[config.mk]
export PLATFORM = sky130hd
export DESIGN_NAME = rv_mem_seq_ctrl_flat
export DESIGN_NICKNAME = d
export VERILOG_FILES = /design/src/rtl/rv_mem_seq_ctrl_if.sv /design/src/rtl/rv_mem_seq_ctrl.sv /design/src/flat_wrapper.sv
export SDC_FILE = /design/constraint.sdc
export NUM_CORES = 1
export LEC_CHECK = 0
export ABC_AREA = 1
export CORE_AREA = 4 4 236 238
export CTS_BUF_LIST = sky130_fd_sc_hd__clkbuf_2 sky130_fd_sc_hd__clkbuf_4 sky130_fd_sc_hd__clkbuf_8
export DETAILED_ROUTE_END_ITERATION = 10
export DIE_AREA = 0 0 240 242
export GPL_ROUTABILITY_DRIVEN = 0
export PLACE_DENSITY = 0.49
export SETUP_SLACK_MARGIN = 0.15
export SLEW_MARGIN = 20
export SYNTH_ARGS = -nofsm -noshare
export SYNTH_HDL_FRONTEND = slang
export SYNTH_SLANG_ARGS = --single-unit
export TNS_END_PERCENT = 20
[constraint.sdc]
create_clock -name in_Clk -period 11.66 [get_ports in_Clk]
set_clock_uncertainty 0.05 [all_clocks]
set_input_delay 2.332 -clock in_Clk [delete_from_list [all_inputs] [get_ports in_Clk]]
set_output_delay 2.332 -clock in_Clk [all_outputs]
set_load 0.01 [all_outputs]
[src/rtl/rv_mem_seq_ctrl_if.sv]
`default_nettype none
//============================================================================
// Module      : rv_mem_seq_ctrl_if
// Description : Instruction- and data-memory handshake bundle between the
//               RV64 memory sequencer (master) and the external memories
//               (slave). Signal directions are named from the sequencer side.
// Revision    : 1.0 - initial release
//============================================================================
interface rv_mem_seq_ctrl_if #(
   parameter int XLEN = 64,
   parameter int ILEN = 32
);
   // Instruction memory channel
   logic              out_imem_req;
   logic [XLEN-1:0]   out_imem_addr;
   logic              in_imem_gnt;
   logic              in_imem_rvalid;
   logic [ILEN-1:0]   in_imem_rdata;

   // Data memory channel
   logic              out_dmem_req;
   logic              out_dmem_we;
   logic [XLEN-1:0]   out_dmem_addr;
   logic [XLEN-1:0]   out_dmem_wdata;
   logic [XLEN/8-1:0] out_dmem_strb;
   logic              in_dmem_gnt;
   logic              in_dmem_rvalid;
   logic [XLEN-1:0]   in_dmem_rdata;

   modport master (
      output out_imem_req, out_imem_addr,
      input  in_imem_gnt, in_imem_rvalid, in_imem_rdata,
      output out_dmem_req, out_dmem_we, out_dmem_addr, out_dmem_wdata, out_dmem_strb,
      input  in_dmem_gnt, in_dmem_rvalid, in_dmem_rdata
   );

   modport slave (
      input  out_imem_req, out_imem_addr,
      output in_imem_gnt, in_imem_rvalid, in_imem_rdata,
      input  out_dmem_req, out_dmem_we, out_dmem_addr, out_dmem_wdata, out_dmem_strb,
      output in_dmem_gnt, in_dmem_rvalid, in_dmem_rdata
   );
endinterface
`default_nettype wire

[src/rtl/rv_mem_seq_ctrl.sv]
`default_nettype none
//============================================================================
// Module      : rv_mem_seq_ctrl
// Description : Multi-cycle memory sequencer for an RV64 core. Runs the
//               fetch / execute / data-access handshakes against external
//               instruction and data memories, latches the fetched
//               instruction and load data, and emits a one-cycle commit
//               pulse that gates PC and register-file updates.
//               Optional macro RV_MEM_TIMEOUT_EN adds a per-phase wait
//               timeout that aborts the handshake and flags out_bus_err.
// Revision    : 1.0 - initial release
//============================================================================
module rv_mem_seq_ctrl #(
   parameter int XLEN    = 64,
   parameter int ILEN    = 32,
   parameter int TIMEOUT = 255
) (
   input  logic              in_Clk,
   input  logic              in_Rst,
   input  logic [XLEN-1:0]   in_pc,
   input  logic              in_ld_req,
   input  logic              in_st_req,
   input  logic [XLEN-1:0]   in_addr,
   input  logic [XLEN-1:0]   in_wr_data,
   input  logic [XLEN/8-1:0] in_wr_strb,
   output logic [ILEN-1:0]   out_inst,
   output logic [XLEN-1:0]   out_ld_data,
   output logic              out_commit,
   output logic              out_busy,
   output logic              out_bus_err,
   rv_mem_seq_ctrl_if.master mem
);

   // Instruction substituted when a fetch is abandoned (addi x0,x0,0)
   localparam logic [ILEN-1:0] NOP_INST = ILEN'(32'h0000_0013);

   typedef enum logic [2:0] {
      ST_RST    = 3'd0,
      ST_F_REQ  = 3'd1,
      ST_F_WAIT = 3'd2,
      ST_EXEC   = 3'd3,
      ST_D_REQ  = 3'd4,
      ST_D_WAIT = 3'd5
   } state_t;

   state_t            state_q, state_d;
   logic [XLEN-1:0]   pc_q, pc_d;
   logic [ILEN-1:0]   inst_q, inst_d;
   logic [XLEN-1:0]   ld_data_q, ld_data_d;
   logic              we_q, we_d;
   logic [XLEN-1:0]   daddr_q, daddr_d;
   logic [XLEN-1:0]   wdata_q, wdata_d;
   logic [XLEN/8-1:0] strb_q, strb_d;
   logic              commit_q, commit_d;
   logic              bus_err_q, bus_err_d;
   logic              w_enter;     // a handshake state is (re)entered next cycle
   logic              w_timeout;   // current wait phase has used up its budget

`ifdef RV_MEM_TIMEOUT_EN
   // Counter is at least 8 bits, at most 16, otherwise just wide enough for TIMEOUT
   localparam int CW_RAW = $clog2(TIMEOUT + 1);
   localparam int CW     = (CW_RAW < 8) ? 8 : ((CW_RAW > 16) ? 16 : CW_RAW);

   logic [CW-1:0] cnt_q, cnt_d;

   // Fires in the last allowed wait cycle, so the abort lands when the count hits TIMEOUT
   assign w_timeout = (cnt_q == CW'(TIMEOUT - 1));
   assign cnt_d     = w_enter ? '0 : cnt_q + 1'b1;

   // Wait-cycle counter, cleared whenever a handshake state is entered
   always_ff @(posedge in_Clk or posedge in_Rst) begin
      if (in_Rst) begin
         cnt_q <= '0;
      end else begin
         cnt_q <= cnt_d;
      end
   end
`else
   // Without the timeout the sequencer waits on the memories indefinitely
   assign w_timeout = 1'b0;
`endif

   // Next-state, latch and commit decisions for the handshake sequencer
   always_comb begin
      state_d   = state_q;
      pc_d      = pc_q;
      inst_d    = inst_q;
      ld_data_d = ld_data_q;
      we_d      = we_q;
      daddr_d   = daddr_q;
      wdata_d   = wdata_q;
      strb_d    = strb_q;
      commit_d  = 1'b0;
      bus_err_d = 1'b0;
      w_enter   = 1'b0;

      case (state_q)
         ST_RST: begin
            state_d = ST_F_REQ;
         end

         ST_F_REQ: begin
            if (mem.in_imem_gnt) begin
               if (mem.in_imem_rvalid) begin
                  inst_d  = mem.in_imem_rdata;
                  state_d = ST_EXEC;
               end else begin
                  state_d = ST_F_WAIT;
               end
            end else if (w_timeout) begin
               inst_d    = NOP_INST;
               commit_d  = 1'b1;
               bus_err_d = 1'b1;
               w_enter   = 1'b1;
            end
         end

         ST_F_WAIT: begin
            if (mem.in_imem_rvalid) begin
               inst_d  = mem.in_imem_rdata;
               state_d = ST_EXEC;
            end else if (w_timeout) begin
               inst_d    = NOP_INST;
               commit_d  = 1'b1;
               bus_err_d = 1'b1;
               state_d   = ST_F_REQ;
            end
         end

         ST_EXEC: begin
            if (in_ld_req || in_st_req) begin
               // Load wins when both are decoded
               we_d    = ~in_ld_req;
               daddr_d = in_addr;
               wdata_d = in_wr_data;
               strb_d  = in_wr_strb;
               state_d = ST_D_REQ;
            end else begin
               commit_d = 1'b1;
               state_d  = ST_F_REQ;
            end
         end

         ST_D_REQ: begin
            if (mem.in_dmem_gnt) begin
               if (we_q) begin
                  commit_d = 1'b1;
                  state_d  = ST_F_REQ;
               end else if (mem.in_dmem_rvalid) begin
                  ld_data_d = mem.in_dmem_rdata;
                  commit_d  = 1'b1;
                  state_d   = ST_F_REQ;
               end else begin
                  state_d = ST_D_WAIT;
               end
            end else if (w_timeout) begin
               if (!we_q) begin
                  ld_data_d = '0;
               end
               commit_d  = 1'b1;
               bus_err_d = 1'b1;
               state_d   = ST_F_REQ;
            end
         end

         ST_D_WAIT: begin
            if (mem.in_dmem_rvalid) begin
               ld_data_d = mem.in_dmem_rdata;
               commit_d  = 1'b1;
               state_d   = ST_F_REQ;
            end else if (w_timeout) begin
               ld_data_d = '0;
               commit_d  = 1'b1;
               bus_err_d = 1'b1;
               state_d   = ST_F_REQ;
            end
         end

         default: begin
            state_d = ST_RST;
         end
      endcase

      if (state_d != state_q) begin
         w_enter = 1'b1;
      end

      // Fetch address is captured once per fetch and held until the grant
      if (w_enter && (state_d == ST_F_REQ)) begin
         pc_d = in_pc;
      end
   end

   // State and datapath-facing registers; reset clears everything at once
   always_ff @(posedge in_Clk or posedge in_Rst) begin
      if (in_Rst) begin
         state_q   <= ST_RST;
         pc_q      <= '0;
         inst_q    <= '0;
         ld_data_q <= '0;
         we_q      <= 1'b0;
         daddr_q   <= '0;
         wdata_q   <= '0;
         strb_q    <= '0;
         commit_q  <= 1'b0;
         bus_err_q <= 1'b0;
      end else begin
         state_q   <= state_d;
         pc_q      <= pc_d;
         inst_q    <= inst_d;
         ld_data_q <= ld_data_d;
         we_q      <= we_d;
         daddr_q   <= daddr_d;
         wdata_q   <= wdata_d;
         strb_q    <= strb_d;
         commit_q  <= commit_d;
         bus_err_q <= bus_err_d;
      end
   end

   // Requests decode straight from state so reset removes them without a clock
   assign mem.out_imem_req   = (state_q == ST_F_REQ);
   assign mem.out_imem_addr  = pc_q;
   assign mem.out_dmem_req   = (state_q == ST_D_REQ);
   assign mem.out_dmem_we    = we_q;
   assign mem.out_dmem_addr  = daddr_q;
   assign mem.out_dmem_wdata = wdata_q;
   assign mem.out_dmem_strb  = strb_q;

   assign out_inst    = inst_q;
   assign out_ld_data = ld_data_q;
   assign out_commit  = commit_q;
   assign out_bus_err = bus_err_q;
   // Busy everywhere but EXEC, yet held low while reset is asserted
   assign out_busy    = (state_q != ST_EXEC) && !in_Rst;

endmodule
`default_nettype wire

[src/flat_wrapper.sv]
// flat-port wrapper written by rule: the top's interface ports become plain ports
module rv_mem_seq_ctrl_flat 
#(
   parameter int XLEN    = 64,
   parameter int ILEN    = 32,
   parameter int TIMEOUT = 255
)
  (in_Clk, in_Rst, in_pc, in_ld_req, in_st_req, in_addr, in_wr_data, in_wr_strb, out_inst, out_ld_data, out_commit, out_busy, out_bus_err, mem_out_imem_req, mem_out_imem_addr, mem_in_imem_gnt, mem_in_imem_rvalid, mem_in_imem_rdata, mem_out_dmem_req, mem_out_dmem_we, mem_out_dmem_addr, mem_out_dmem_wdata, mem_out_dmem_strb, mem_in_dmem_gnt, mem_in_dmem_rvalid, mem_in_dmem_rdata);
  rv_mem_seq_ctrl_if #(.XLEN(XLEN), .ILEN(ILEN)) mem_i ();
  input  logic in_Clk;
  input  logic in_Rst;
  input  logic [XLEN-1:0] in_pc;
  input  logic in_ld_req;
  input  logic in_st_req;
  input  logic [XLEN-1:0] in_addr;
  input  logic [XLEN-1:0] in_wr_data;
  input  logic [XLEN/8-1:0] in_wr_strb;
  output logic [ILEN-1:0] out_inst;
  output logic [XLEN-1:0] out_ld_data;
  output logic out_commit;
  output logic out_busy;
  output logic out_bus_err;
  output wire logic [$bits(mem_i.out_imem_req)-1:0] mem_out_imem_req;
  output wire logic [$bits(mem_i.out_imem_addr)-1:0] mem_out_imem_addr;
  input wire logic [$bits(mem_i.in_imem_gnt)-1:0] mem_in_imem_gnt;
  input wire logic [$bits(mem_i.in_imem_rvalid)-1:0] mem_in_imem_rvalid;
  input wire logic [$bits(mem_i.in_imem_rdata)-1:0] mem_in_imem_rdata;
  output wire logic [$bits(mem_i.out_dmem_req)-1:0] mem_out_dmem_req;
  output wire logic [$bits(mem_i.out_dmem_we)-1:0] mem_out_dmem_we;
  output wire logic [$bits(mem_i.out_dmem_addr)-1:0] mem_out_dmem_addr;
  output wire logic [$bits(mem_i.out_dmem_wdata)-1:0] mem_out_dmem_wdata;
  output wire logic [$bits(mem_i.out_dmem_strb)-1:0] mem_out_dmem_strb;
  input wire logic [$bits(mem_i.in_dmem_gnt)-1:0] mem_in_dmem_gnt;
  input wire logic [$bits(mem_i.in_dmem_rvalid)-1:0] mem_in_dmem_rvalid;
  input wire logic [$bits(mem_i.in_dmem_rdata)-1:0] mem_in_dmem_rdata;
  assign mem_out_imem_req = mem_i.out_imem_req;
  assign mem_out_imem_addr = mem_i.out_imem_addr;
  assign mem_i.in_imem_gnt = mem_in_imem_gnt;
  assign mem_i.in_imem_rvalid = mem_in_imem_rvalid;
  assign mem_i.in_imem_rdata = mem_in_imem_rdata;
  assign mem_out_dmem_req = mem_i.out_dmem_req;
  assign mem_out_dmem_we = mem_i.out_dmem_we;
  assign mem_out_dmem_addr = mem_i.out_dmem_addr;
  assign mem_out_dmem_wdata = mem_i.out_dmem_wdata;
  assign mem_out_dmem_strb = mem_i.out_dmem_strb;
  assign mem_i.in_dmem_gnt = mem_in_dmem_gnt;
  assign mem_i.in_dmem_rvalid = mem_in_dmem_rvalid;
  assign mem_i.in_dmem_rdata = mem_in_dmem_rdata;
  rv_mem_seq_ctrl #(.XLEN(XLEN), .ILEN(ILEN), .TIMEOUT(TIMEOUT)) u_core (.in_Clk(in_Clk), .in_Rst(in_Rst), .in_pc(in_pc), .in_ld_req(in_ld_req), .in_st_req(in_st_req), .in_addr(in_addr), .in_wr_data(in_wr_data), .in_wr_strb(in_wr_strb), .out_inst(out_inst), .out_ld_data(out_ld_data), .out_commit(out_commit), .out_busy(out_busy), .out_bus_err(out_bus_err), .mem(mem_i));
endmodule
### Word level (Yosys, flattened, before mapping)

Index checks and enable logic that the tools add are counted.

| operators by class | value |
|---|---|
| reductions and logical operators | 10 |
| bitwise logic cells | 1 |
| mux-type cells | 22 |
| eq/ne operators | 11 |

Operator list:

| kind | number |
|---|---|
| 2-to-1 mux 64 bit | 3 |
| case mux 64 bit (2 select lines) | 1 |
| 2-to-1 mux 32 bit | 2 |
| case mux 32 bit (2 select lines) | 1 |
| 2-to-1 mux 3 bit | 7 |
| case mux 3 bit (6 select lines) | 1 |
| == test 3 x 1 -> 1 bit (second input constant) | 2 |
| == test 3 x 2 -> 1 bit (second input constant) | 2 |
| == test 3 bit (second input constant) | 2 |
| 2-to-1 mux 1 bit | 6 |
| != test 2 x 1 -> 1 bit (second input constant) | 2 |
| AND reduction 2 bit | 2 |
| nonzero test 2 bit | 2 |
| zero test 3 bit | 1 |
| != test 3 x 2 -> 1 bit (second input constant) | 1 |
| != test 3 bit | 1 |
| case mux 1 bit (3 select lines) | 1 |
| AND reduction 3 bit | 1 |
| logical AND 1 bit | 2 |
| != test 2 bit (second input constant) | 1 |
| zero test 1 bit | 1 |
| logical OR 1 bit | 1 |
| NOT 1 bit | 1 |

| word-level totals | value |
|---|---|
| register bits | 301 |
| input port bits | 304 |

### Depth between registers and ports, before layout

Gate-level depths: netlist (run 1).

| depth | value |
|---|---|
| depth in word-level cells | 7 |
| depth in mapped cells | 11 |

### Worst setup path before layout (run 1)

OpenSTA, ideal clock, no wires.

| path | value |
|---|---|
| path type | input port to output port |
| from | in in_Rst |
| to | out out_busy |
| slack | 6777 ps |
| arrival time | 2501 ps |
| cell stages on the path | 1 |
| cell sequence | nor2_1 |

| between the ends | value |
|---|---|
| cells in the longest elaborated chain, start to end | 2 |

Ends and longest elaborated chain:

| element | RTL line | text |
|---|---|---|
| start: declaration | flat_wrapper.sv:11 | `input logic in_Rst;` |
| zero test 1 bit (no line) | -- |  |
| logical AND 1 bit | rv_mem_seq_ctrl.sv:235 | `assign out_busy = (state_q != ST_EXEC) && !in_Rst;` |
| end: declaration | flat_wrapper.sv:21 | `output logic out_busy;` |

No other way between the ends.

### Final worst setup path (run 1)

Same ends and word-level chain as after synthesis.

==> results of run 1 <==
-- final cells by class --
type,count,area share
Antenna cell,6,0.000750
Clock buffer,87,0.0535
Clock inverter,10,0.00400
Inverter,71,0.0137
Multi-Input combinational cell,593,0.203
Sequential cell,301,0.376
Tap cell,696,0.0435
Timing Repair Buffer,613,0.305
-- synth_stat cells (all sizes together) --
| library cell | n | area share |
|---|---|---|
| o21ai | 68 | 0.028 |
| nand3 | 99 | 0.045 |
| nand4 | 3 | 0.0015 |
| conb | 1 | 0.00030 |
| inv | 71 | 0.022 |
| or2 | 1 | 0.00051 |
| buf | 59 | 0.041 |
| dfrtp | 301 | 0.61 |
| clkbuf | 3 | 0.00091 |
| o311ai | 1 | 0.00071 |
| nor2 | 9 | 0.0046 |
| nand2 | 273 | 0.086 |
| mux2 | 136 | 0.16 |
| a21oi | 2 | 0.0011 |
-- layer usage --
layer / GRT usage / part of all wire / vias to the layer above
li1: - / - / 4548
met1: 0.162 / 0.38 / 4632
met2: 0.252 / 0.50 / 366
met3: 0.0577 / 0.094 / 79
met4: 0.0477 / 0.027 / 4
met5: 0 / 0.00061 / -
-- worst max-delay path, stage by stage --
cell and delay [ns]:
sky130_fd_sc_hd__clkdlybuf4s50_1 0.52, sky130_fd_sc_hd__nor2_1 0.14, sky130_fd_sc_hd__clkdlybuf4s50_1 0.54
-- state kept, by name, summed over array words and instances (netlist names) --
signal,cells
u_core.mem.out_imem_addr,64
u_core.out_ld_data,64
u_core.out_commit,1
u_core.out_inst,32
u_core.mem.out_dmem_strb,8
u_core.mem.out_dmem_we,1
u_core.mem.out_dmem_addr,64
u_core.mem.out_dmem_wdata,64
u_core.state_q,3
-- kinds of logic after synthesis --
group,share of synthesized area
DFF,0.610
buffers and inverters,0.0633
other,0.000304
and+or+nand+nor,0.137
muxes,0.160
AOI/OAI and AO/OA,0.0297
-- through the flow --
step                      total power [mW]  hold slack, ns
after floorplan                       3.37           0.457
after global placement                4.78           0.403
after detailed placement              4.82           0.407
after CTS                             5.93           0.421
after global routing                  6.21           0.433
final                                 5.81           0.418
-- report_power, final --
group	switching [mW]	internal, mW	total, mW	leakage, nW
Sequential	0.294	1.59	1.88	3.63
Clock	0.456	0.602	1.06	0.616
Combinational	1.31	1.55	2.87	4.96
Total	2.06	3.74	5.81	9.21
-- final timing paths --
path | start | end | slack [ns]
min in group asynchronous | in_Rst | u_core.mem.out_dmem_addr[23] | 2.29
setup reg to reg | u_core.state_q[2] | u_core.mem.out_dmem_wdata[48] | 8.30
max in group asynchronous | in_Rst | u_core.mem.out_dmem_wdata[16] | 7.13
hold reg to reg | u_core.out_inst[9] | u_core.out_inst[9] | 0.42
setup / recovery | in_Rst | out_busy | 5.74
hold / removal | u_core.out_inst[9] | u_core.out_inst[9] | 0.42
==> out/summary.md, run 1 <==
The final setup TNS was 0 ns. Compared with the post-synthesis result, the final layout area differs by 62.1%. The run finished with clean final reports.

The library cell used most frequently in the layout, excluding fill and tap cells, is sky130_fd_sc_hd__clkdlybuf4s50_1. Number of pins exceeding their max-slew limit in the final report: 0. The highest achievable clock rate was 0.169 GHz; the count of distinct cell types in the synthesized netlist was 28. In this run the static leakage power is 9.21 nW. Once the clock tree was built, the setup fixing pass inserted 0 buffers.

The logs give 0 for the final count of negative-setup-slack endpoints and 5313 for the number of fill cells in the layout. The logs give 2 for the number of H-tree levels and 1027 for the synthesized instance count. The die footprint came out at 58100 µm². Post-route fraction of the period consumed by the critical path: 0.508.

The run gives 9.28 ns as the required time of the critical path. Final standard cell utilization of the core: 0.374. The tools report the first-pass iteration count of the detailed router as 4. The worst-case IR drop observed on VDD is 0.158 mV. STA classifies the critical path startpoint as an input port.

The total placed instance area was 18900 µm². After the last flow step, the layout net total stands at 1941. Including well taps, the total number of placed cells is 2274. Width of the die: 240 µm.

The worst setup path is captured at an output pin. The synthesized flop and latch total works out to 301. The number of sinks handled by clock tree synthesis is 301, and the post-route minimum period is 5.92 ns. The total overflow left after global routing is 0. The wire-length estimate of the detail-placed layout is 31700 µm. For the via count of the first global-routing pass, the log shows 10257. The logs give 0 for the final number of hold-violating endpoints and 0.358 for the max-slew headroom at the worst pin.

The number of clock buffers inserted by TritonCTS was 57. Each instance of the synthesized netlist takes up on average 12.0 µm². Data arrives at the worst endpoint at 3.54 ns. The count of placed standard cells in the final layout, fillers left out was 2377; the maximum number of pins on one net before global-route repair was 128. The detailed-route DRC error count is 0, and the overall global routing resource usage is 0.145. The tightest min-delay check is of the flop to flop type.

The power per cell area is 290 nW/µm², and the number of standard-cell rows in the floorplan is 85. The logs give 0.610 for the register area share after synthesis and 1331 for the post-synth net total. The logs give 10 for the number of antenna violations at the first check in global routing and 0.62 ns for the clock network latency to the later pin of the worst-skew pair. The count of input and output buffers was 604. The tools report the total detailed-routing wirelength as 43900 µm.

The initial cell density of the core came out at 0.231. In the layout the commonest cells are sky130_fd_sc_hd__clkdlybuf4s50_1, sky130_fd_sc_hd__dfrtp_1, sky130_fd_sc_hd__nand2_1. The CTS clock-pin slew for the worst setup and hold paths came out at 0.05 ns.

606 I/O pins were placed. The tools report the total standard cell area after synthesis as 12400 µm². The setup path with the least slack is of type input port to output pin.

The logs give 0 for the post-cts gate resize count and 9629 for the routed via count. For the setup slack after layout, the log shows 5.74 ns. Along the worst hold path, the cell count comes to 2. The register area was 7530 µm²; the core outline area was 53600 µm². The tree is rooted in a sky130_fd_sc_hd__clkbuf_8. After detailed routing, the average wire length per cell comes to 18.5 µm. The setup slack after placement was 5.74 ns; the residual antenna-violating net count after detailed routing was 0. Of all nets on the critical path, the largest fanout is 2.

Using the TritonRoute via totals, the vias-per-cell ratio works out to 4.05. The first global-routing pass estimated 65800 µm of wire. TritonCTS built the clock tree. After the first detailed-routing iteration, the DRC count stood at 442.

Hold repair after CTS inserted 0 buffers. The final non-filler cell area is 20000 µm². The tools report the deepest clock path buffer count as 3. Measured in cells, the most critical reg-to-reg path has a length of 5.

The tools report the footprint of the multi-input gates as 4060 µm². Setup repair after global routing left no endpoint under its margin. The ratio of cells with drive above 1 in the final layout came out at 0.163.

At the pin with the least slew margin, the transition time is 0.962 ns. The tool flagged a number of max-cap violations equal to 0. In this run the vertical extent of the chip is 242 µm. The tools report the Yosys warning count as 0.
Note: power is estimated with default switching activity, not from simulation.
==> run 2, diff against run 1 <==
Settings changed: CORE_AREA 4 4 236 238 to 4 4 234 236, DIE_AREA 0 0 240 242 to 0 0 238 240, PLACE_DENSITY 0.49 to 0.51.
Clock period 11.66 ns to 5.25 ns, I/O delays scaled along.
==> run 2 against run 1 <==
  * Via count increased by 0.47%
  * Clock-buffer cell count decreased by 5
  * Critical endpoint unchanged
  * Sequential share of layout area decreased by 0.33 points
  * Global-route usage increased by 0.16 points
  * Critical path type unchanged
  * Highest routed layer unchanged
  * Largest power group unchanged
==> out/summary.md, run 2 (synthesized netlist as in run 1, its figures left out) <==
The run gives 65400 µm (-0.64%) as the first-pass GRT wire length. The run gives 3 (-7) as the number of antenna violations at the first check in global routing. Setup repair after global routing left no endpoint under its margin.

In the layout the commonest cells are sky130_fd_sc_hd__clkdlybuf4s50_1, sky130_fd_sc_hd__dfrtp_1, sky130_fd_sc_hd__nand2_1. The first-pass iteration count of the detailed router was 4 (unchanged). The tools report the deepest clock path buffer count as 3 (unchanged). For the worst hold-check slack, the log shows 0.417 ns (-0.000125 ns). The layer flagged by global routing as most heavily used is met2.

The post-route fraction of the period consumed by the critical path came out at 0.633. For the final number of hold-violating endpoints, the log shows 0 (unchanged). The starting DRC count in detailed routing was 430 (-2.7%); the CTS clock-pin slew for the worst setup and hold paths was 0.05 ns (about the same).

The count of placed standard cells in the final layout, fillers left out is 2378 (+0.042%). The width of the die came out at 238 µm (-0.83%). The detailed-route wire length per cell was 18.5 µm (+0.26%); the maximum number of pins on one net before global-route repair was 123 (-3.9%).

The via count of the first global-routing pass is 10429 (+1.7%), and the final standard cell utilization of the core is 0.385 (+0.0116). The clock tree root driver cell is sky130_fd_sc_hd__clkbuf_8. The final setup TNS was 0 ns (unchanged); the required time of the critical path was 4.15 ns (-5.13 ns).

For the number of standard-cell rows in the floorplan, the log shows 84 (-1.2%). Classification of the worst-slack hold path: flop to flop. The static leakage was 9.31 nW (+1.1%). The actual transition at the worst max-transition pin came out at 0.967 ns (+0.00449 ns). The run gives 0.355 (-0.00299) as the max-slew headroom at the worst pin. The run gives 0.236 (+0.00508) as the initial cell density of the core. Cell with the largest stage delay on the worst path: sky130_fd_sc_hd__clkdlybuf4s50_1. The tools report the detailed-route DRC error count as 0 (unchanged). The core outline area came out at 52400 µm² (-2.2%). The number of sinks handled by clock tree synthesis was 301 (unchanged); the routed via count was 9674 (+0.47%). The count of input and output buffers was 604 (unchanged).

The routing usage on met1 is 0.171 (+0.00900), and the power consumption is 13.1 mW (+130%). Highest fanout seen on the critical path: 2 (unchanged). The total placed cells including tap cells is 2271 (-0.13%), and the total detailed-routing wirelength is 44100 µm (+0.30%). The run gives 2 (unchanged) as the number of H-tree levels. The tools report the overall global routing resource usage as 0.147 (+0.00157). The residual antenna-violating net count after detailed routing is 0 (unchanged), and the number of clock buffers inserted by TritonCTS is 55 (-3.5%).

Most frequent standard cell in the layout excluding fill and tap cells: sky130_fd_sc_hd__clkdlybuf4s50_1. The worst setup path is captured at an output pin. The critical path in this run is classified as input port to output pin. Dominant delay contributor by cell family on the critical path: buffers and inverters. The worst setup path is launched from an input port. The power per cell area is 649 nW/µm² (+120%). TritonCTS built the clock tree.

The number of hold buffers added after cts was 0 (unchanged); the die extent in y was 240 µm (-0.83%). Traced cell by cell, the critical path runs through clkdlybuf4s50_1 > nor2_1 > clkdlybuf4s50_1. The met3 global-route usage was 0.0582 (+0.000437). The cell type with the highest occurrence count on the critical path was sky130_fd_sc_hd__clkdlybuf4s50_1.

The post-CTS setup repair buffer count is 0 (unchanged), and the final count of negative-setup-slack endpoints is 0 (unchanged). The global routing met2 resource utilization was 0.248 (-0.00448). The tools report the clock network latency to the later pin of the worst-skew pair as 0.61 ns (about the same). The tools report the die footprint as 57100 µm² (-1.7%). The post-detailed-placement half-perimeter wirelength was 32000 µm (+0.97%); the buffers plus inverters on the worst setup path was 2 (unchanged). For the total congestion overflow after global routing, the log shows 0 (unchanged).

The number of fill cells in the layout is 5095 (-4.1%). The delay of the slowest cell on the worst path came out at 0.58 ns (+0.04 ns). The final net count was 1944 (+0.15%).

The worst path needs 3.32 ns of the cycle, external delays included. The flow ran to the end, and the final reports show no timing, DRC or antenna violations. The count of boundary I/O pins was 606 (unchanged); the maximum vdd ir drop was 0.306 mV (+93%). The ratio of cells with drive above 1 in the final layout is 0.168 (+0.00487).

The post-cts gate resize count was 0 (unchanged); the data arrival time of the worst path was 2.22 ns (-1.32 ns). The run gives 0.301 GHz as the highest achievable clock rate. For the count of max-cap constraint violations, the log shows 0 (unchanged). The number of pins exceeding their max-slew limit in the final report was 0 (unchanged); the synthesis-to-layout area growth was 63.5%. The run gives 2.83 ns (-5.47 ns) as the slack of the worst reg-to-reg path.

The via density per instance came out at 4.07 (+0.43%).
-- run 2: cell types whose count changed in the layout (fill, tap and decap cells not counted) --
| cell | previous run | this run |
|---|---|---|
| sky130_fd_sc_hd__inv_6 | 0 | 1 |
| sky130_fd_sc_hd__nand2_1 | 265 | 266 |
| sky130_fd_sc_hd__nand2_2 | 5 | 4 |
| sky130_fd_sc_hd__buf_12 | 0 | 3 |
| sky130_fd_sc_hd__inv_8 | 1 | 0 |
| sky130_fd_sc_hd__clkbuf_8 | 67 | 68 |
| sky130_fd_sc_hd__buf_4 | 8 | 11 |
| sky130_fd_sc_hd__buf_6 | 1 | 0 |
| sky130_fd_sc_hd__clkinv_2 | 7 | 14 |
| sky130_fd_sc_hd__bufinv_16 | 1 | 5 |
| sky130_fd_sc_hd__clkbuf_4 | 20 | 14 |
| sky130_fd_sc_hd__diode_2 | 6 | 4 |
-- run 2: power by group --
group | switching (mW) | internal, mW
clock network | 1.04 | 1.52
registers | 0.687 | 3.52
logic | 2.87 | 3.47
total | 4.60 | 8.51
-- run 2: per-layer routing --
layer,wire (µm),vias up,share of wire
met4,1390,2,0.032
met5,8,-,0.00018
met2,21600,426,0.49
met3,4110,76,0.093
met1,17000,4611,0.39
li1,-,4559,-
-- run 2: per-stage QoR --
stage / cell area, µm² / worst slack [ns]
2_1_floorplan: 12400 / 0.149
3_3_place_gp: 18900 / 1.56
3_5_place_dp: 18900 / 1.52
4_1_cts: 20200 / 1.92
5_1_grt: 20200 / 1.89
6_report: 20200 / 1.93
-- run 2: worst paths after layout --
| kind | start | endpoint | depth (start not counted) |
|---|---|---|---|
| max in group asynchronous | in_Rst | u_core.mem.out_dmem_wdata[10] | 3 |
| max reg2reg | u_core.state_q[2] | u_core.mem.out_imem_addr[17] | 7 |
| min reg2reg | u_core.mem.out_imem_addr[36] | u_core.mem.out_imem_addr[36] | 2 |
| min in group asynchronous | in_Rst | u_core.out_inst[25] | 2 |
| max | in_Rst | out_busy | 3 |
| min | u_core.mem.out_imem_addr[36] | u_core.mem.out_imem_addr[36] | 2 |
-- run 2: area by class of cell --
class / instances / area [µm²] / share of cell area
Multi-Input combinational cell: 593 / 4060 / 0.201
Timing Repair Buffer: 618 / 6190 / 0.306
Sequential cell: 301 / 7530 / 0.373
Clock buffer: 82 / 1040 / 0.0515
Antenna cell: 4 / 10.0 / 0.000496
Clock inverter: 21 / 236 / 0.0117
Inverter: 71 / 270 / 0.0134
Tap cell: 688 / 861 / 0.0426
-- run 2: tightest hold or removal path, cell delays in order, from the launching register on --
cell	delay (ns)
sky130_fd_sc_hd__dfrtp_1	0.34
sky130_fd_sc_hd__nand2_1	0.05
sky130_fd_sc_hd__nand2_1	0.04
==> RTL change 1, RTL diff (flow settings as in run 1) <==
Add a define of `RV_MEM_TIMEOUT_EN`.
--- a/src/rtl/rv_mem_seq_ctrl.sv
+++ b/src/rtl/rv_mem_seq_ctrl.sv
@@ -11,4 +11,6 @@
 // Revision    : 1.0 - initial release
 //============================================================================
+`define RV_MEM_TIMEOUT_EN
+
 module rv_mem_seq_ctrl #(
    parameter int XLEN    = 64,
Behaviour: no difference found for any inputs over 4 cycles, from zero or initial values and one cycle with in_Rst high; that may be too few to reach the edited logic, so the function may still have changed.
==> RTL change 1 against run 1 <==
Fmax decreased by 0.24%. Routed wire length rose by 6.6%. Total power decreased by 1.1%. Sequential cell count is 9 higher. Synthesized cell count rose by 30%. Final area increased by 0.32%. Area after synthesis is 1.0% lower. Utilization grew 0.12 points. Count of clock-buffer cells in the layout increased by 6. First-iteration DRC count rose by 19%. Largest cell class unchanged. Highest routed layer unchanged. Setup slack worse by 0.014 ns.
==> RTL change 1: results (changes against run 1) <==
[run_status]
outcome=complete, no violations

[placement]
dpl.hpwl_um=33160  ; +4.6%
portBuffers=605  ; +0.17%
dp.cells=2572  ; +13%
placed_area_um2=18920  ; +0.33%
pre_cts_ws_ns=5.734  ; -0.009050 ns

[synth]
synth_area_leaders=dfrtp_1 63%, nand2_1 17%, nand3_1 5.8%
synth-xor-area-share_pct=0.2149  ; +0.21 points
async_flop_share_pct=100.0  ; unchanged
yosys_warnings=0  ; unchanged
ys.flop_type=dfrtp_1
syn_inst=1335  ; +30%
synth-seq-area-share_pct=63.43  ; +2.5 points
synthMuxAreaShare_pct=0  ; -16 points
synth_commonest_cells=568 x nand2_1, 310 x dfrtp_1, 142 x nand3_1
synth_compound_area_share_pct=5.689  ; +2.7 points
syn-num-nets=1643  ; +23%
yosys.area_share.adder_pct=0.4092  ; +0.41 points

[pwr]
power_frac_clock_pct=18.5  ; +0.3 points
power_leakage_uw=0.009340  ; +1.4%
power.share.combinational_pct=48.5  ; -0.9 points
swShare_pct=38.72  ; +3.2 points
powerComb_uw=2780  ; -3%
ir_drop_mv=0.1637  ; +3.3%

[worst_hold_path]
worstHoldStart=u_core.mem.out_dmem_addr[8]$_DFFE_PP0P_
hold_end=u_core.mem.out_dmem_addr[8]$_DFFE_PP0P_
holdPathStages=2  ; unchanged

[routing]
wl_um=46810  ; +6.6%
routed_via_density=4.183  ; +3.3%
drt_pre_antenna_iters=5  ; +1
drt_iter0_drc=525  ; +19%
wl_per_cell_um=17.49  ; -5.3%

[setup_path]
endpoint=out_busy
rr_endpoint=u_core.mem.out_imem_addr[50]$_DFFE_PP0P_
rr_startpoint=u_core.cnt_q[0]$_DFF_PP0_
crit_path_top_delay_cell=clkdlybuf4s50_1
crit_path_max_incr_delay_ns=0.56  ; +0.02 ns
r2r_slack_ns=8.23  ; -0.07 ns
worstRegToRegCells=16  ; +11

[global_route]
grt_pass1_vias=11684  ; +14%
antenna_found_initial=7  ; -3
grt_pass1_wl_um=70910  ; +7.7%
track_usage_pct=15.49  ; +0.97 points
grt_max_degree=122  ; -4.7%

[sta]
hold_ws_ns=0.4168  ; -0.0007760 ns
maxSlewHeadroom_pct=36.70  ; +0.86 points
fin_crit_ns=5.932  ; +0.01405 ns

[final_layout]
drive_above_1_share_pct=6.626  ; -9.7 points
final_nets=2243  ; +16%

## RTL change 1: cell types whose count changed in the layout (fill, tap and decap cells not counted), sizes merged, moves of 5 or more
cell | before | now
a22o | 0 | 29
nand2 | 273 | 570
mux2 | 136 | 0
inv | 71 | 88
a21oi | 2 | 7
nor3 | 0 | 6
nand3 | 99 | 142
clkbuf | 87 | 93
nor2 | 9 | 24
dfrtp | 301 | 310
## RTL change 1: per-layer routing
metal  wire, um  up-vias  track usage, %
met5         22        -               0
met4       1155        4           4.702
met3       5024       77           6.694
met2      22140      445           25.78
met1      18480     5258           18.09
li1           -     5409               -
## RTL change 1: final cells by class
| cell class | instances | area, um2 |
|---|---|---|
| antenna | 3 | 7.507 |
| clock buffer | 93 | 1117 |
| clock inverter | 8 | 47.55 |
| fill | 5414 | 33510 |
| inverter | 88 | 340.3 |
| multi-input combinational | 861 | 3802 |
| sequential | 310 | 7757 |
| tap | 696 | 870.8 |
| timing repair buffer | 617 | 6146 |
==> RTL change 2, RTL diff (flow settings as in run 1) <==
Made on the original files. Take the reset off `pc_q`, `ld_data_q`, `daddr_q` and `wdata_q` and load them in a clocked block of their own.
--- a/src/rtl/rv_mem_seq_ctrl.sv
+++ b/src/rtl/rv_mem_seq_ctrl.sv
@@ -196,10 +196,6 @@
       if (in_Rst) begin
          state_q   <= ST_RST;
-         pc_q      <= '0;
          inst_q    <= '0;
-         ld_data_q <= '0;
          we_q      <= 1'b0;
-         daddr_q   <= '0;
-         wdata_q   <= '0;
          strb_q    <= '0;
          commit_q  <= 1'b0;
@@ -207,14 +203,17 @@
       end else begin
          state_q   <= state_d;
-         pc_q      <= pc_d;
          inst_q    <= inst_d;
-         ld_data_q <= ld_data_d;
          we_q      <= we_d;
-         daddr_q   <= daddr_d;
-         wdata_q   <= wdata_d;
          strb_q    <= strb_d;
          commit_q  <= commit_d;
          bus_err_q <= bus_err_d;
       end
+   end
+
+   always_ff @(posedge in_Clk) begin
+      pc_q      <= pc_d;
+      ld_data_q <= ld_data_d;
+      daddr_q   <= daddr_d;
+      wdata_q   <= wdata_d;
    end
 
Behaviour: not the same (a bounded check fails within 4 cycles, from zero or initial values and one cycle with in_Rst high).
==> RTL change 2 against run 1 <==
Sequential cell count is the same. Setup slack gained 0.073 ns. Fmax rose by 1.2%. Largest cell class unchanged. Final cell count fell by 21%. Critical path type unchanged. Routed wire length shrank 18%. Die area stayed put. Final area down 12%. Global-route usage decreased by 2.8 points. Worst hold slack better by 0.0013 ns. Synthesized cell count shrank 53%. Sequential share of layout area is 13 points higher. Area after synthesis down 22%.
Power is not compared: it rests on default switching activity, and its combinational part moved more than twofold at a synthesized area within 25%.
==> RTL change 2: results (changes against run 1) <==
[synth]
synth-edff-count=256  ; +256
synth_compound_area_share_pct=0.2984  ; -2.7 points
synth_cell_types=24  ; -14%
synth_area_leaders=edfxtp_1 80%, dfrtp_1 12%, nand2_1 3.9%
async_flop_share_pct=14.95  ; -85 points
synth-seq-area-share_pct=91.39  ; +30 points
synthMuxAreaShare_pct=0  ; -16 points
synth_commonest_cells=256 x edfxtp_1, 99 x nand2_1, 45 x dfrtp_1
syn-num-nets=788  ; -41%

[run_status]
outcome=complete, no violations

[global_route]
grt_pass1_vias=7104  ; -31%
grt_pass1_wl_um=50120  ; -24%
track_usage_pct=11.68  ; -2.8 points
grt_max_degree=77  ; -40%
antenna_found_initial=4  ; -6

[clock_tree]
numCtsBuffers=54  ; -5.3%
cts_resized=0  ; unchanged
post-cts-setup-buffers=0  ; unchanged
hold_buffers=0  ; unchanged
htree_num_levels=2  ; unchanged
clockRootBuffer=clkbuf_8

[setup_path]
crit_path_max_incr_delay_ns=0.54  ; about the same
crit_arrival_ns=3.46  ; -0.08 ns

[routing]
vias=6661  ; -31%
wl_um=35930  ; -18%
drt_iter0_drc=316  ; -29%

[final_layout]
final_nets=1441  ; -26%
drive_above_1_share_pct=7.915  ; -8.4 points

[sta]
worst_pin_slew_ns=0.9546  ; -0.007766 ns

[pwr]
power_switching_uw=1120

[worst_hold_path]
worstHoldPathType=reg2reg

[placement]
dpl.hpwl_um=27320  ; -14%
placed_area_um2=16520  ; -12%

RTL change 2: cell count changes in the layout (fill, tap and decap cells not counted), moves of 49 or more:
| cell | change |
|---|---|
| dfrtp_1 | -256 |
| edfxtp_1 | +256 |
| inv_1 | -60 |
| mux2_4 | -118 |
| nand2_1 | -167 |
| nand3_1 | -49 |
| o21ai_0 | -65 |
RTL change 2: logic make-up (layout without fill, tap and decap cells):
family / Yosys count / in the layout
AOI/OAI and AO/OA: 4 / 4
buffers and inverters: 24 / 715
other: 1 / 4
DFF: 301 / 301
and+or+nand+nor: 154 / 154
RTL change 2: worst min-delay path, cell delays in order, from the launching register on:
cell and delay [ns]:
dfrtp_1 0.34, nand2_1 0.05, nand2_1 0.05
RTL change 2: layout make-up:
type                       count  area [um2]
clock buffer                  69       862.1
fill                        5302       36070
tap                          696       870.8
multi-input combinational    159       709.4
sequential                   301        8813
inverter                      12       47.55
timing repair buffer         609        6083
clock inverter                25       135.1
antenna                        3       7.507
RTL change 2: layer usage:
metal  GRT usage, %  wire [um]
met1          12.64      13110
met2          20.53      18160
met3          4.918       3704
met4          3.904        948
met5              0         13
RTL change 2: path summary, 6_finish.rpt:
path,start,endpoint,slack (ns),cells past startpoint
worst max register to register,u_core.state_q[0]$_DFF_PP0_,u_core.mem.out_dmem_addr[19]$_DFFE_PP_,8.27,5
max in group asynchronous,in_Rst,u_core.out_inst[24]$_DFFE_PP0P_,8.83,3
worst max-delay path,in_Rst,out_busy,5.82,3
worst min register to register,u_core.out_inst[21]$_DFFE_PP0P_,u_core.out_inst[21]$_DFFE_PP0P_,0.42,2
worst min-delay path,u_core.out_inst[21]$_DFFE_PP0P_,u_core.out_inst[21]$_DFFE_PP0P_,0.42,2
min in group asynchronous,in_Rst,u_core.out_inst[14]$_DFFE_PP0P_,2.27,3
RTL change 2: through the flow:
step           total power, uW  instances  worst slack [ns]
2_1_floorplan             2088        484             5.388
3_3_place_gp              2850       1777             5.791
3_5_place_dp              2859       1777             5.794
4_1_cts                   3839       1871             5.792
5_1_grt                   3965       1873             5.780
6_report                  3746       1874             5.815
RTL change 2: power by group through the flow:
| stage | Clock (uW) | Sequential, uW | Combinational, uW |
|---|---|---|---|
| 2_1_floorplan | 0 | 1830 | 256 |
| 3_5_place_dp | 0 | 1680 | 1180 |
| 4_1_cts | 992 | 1660 | 1190 |
| 6_report | 936 | 1650 | 1160 |
| 3_3_place_gp | 0 | 1670 | 1180 |
| 5_1_grt | 1040 | 1680 | 1240 |
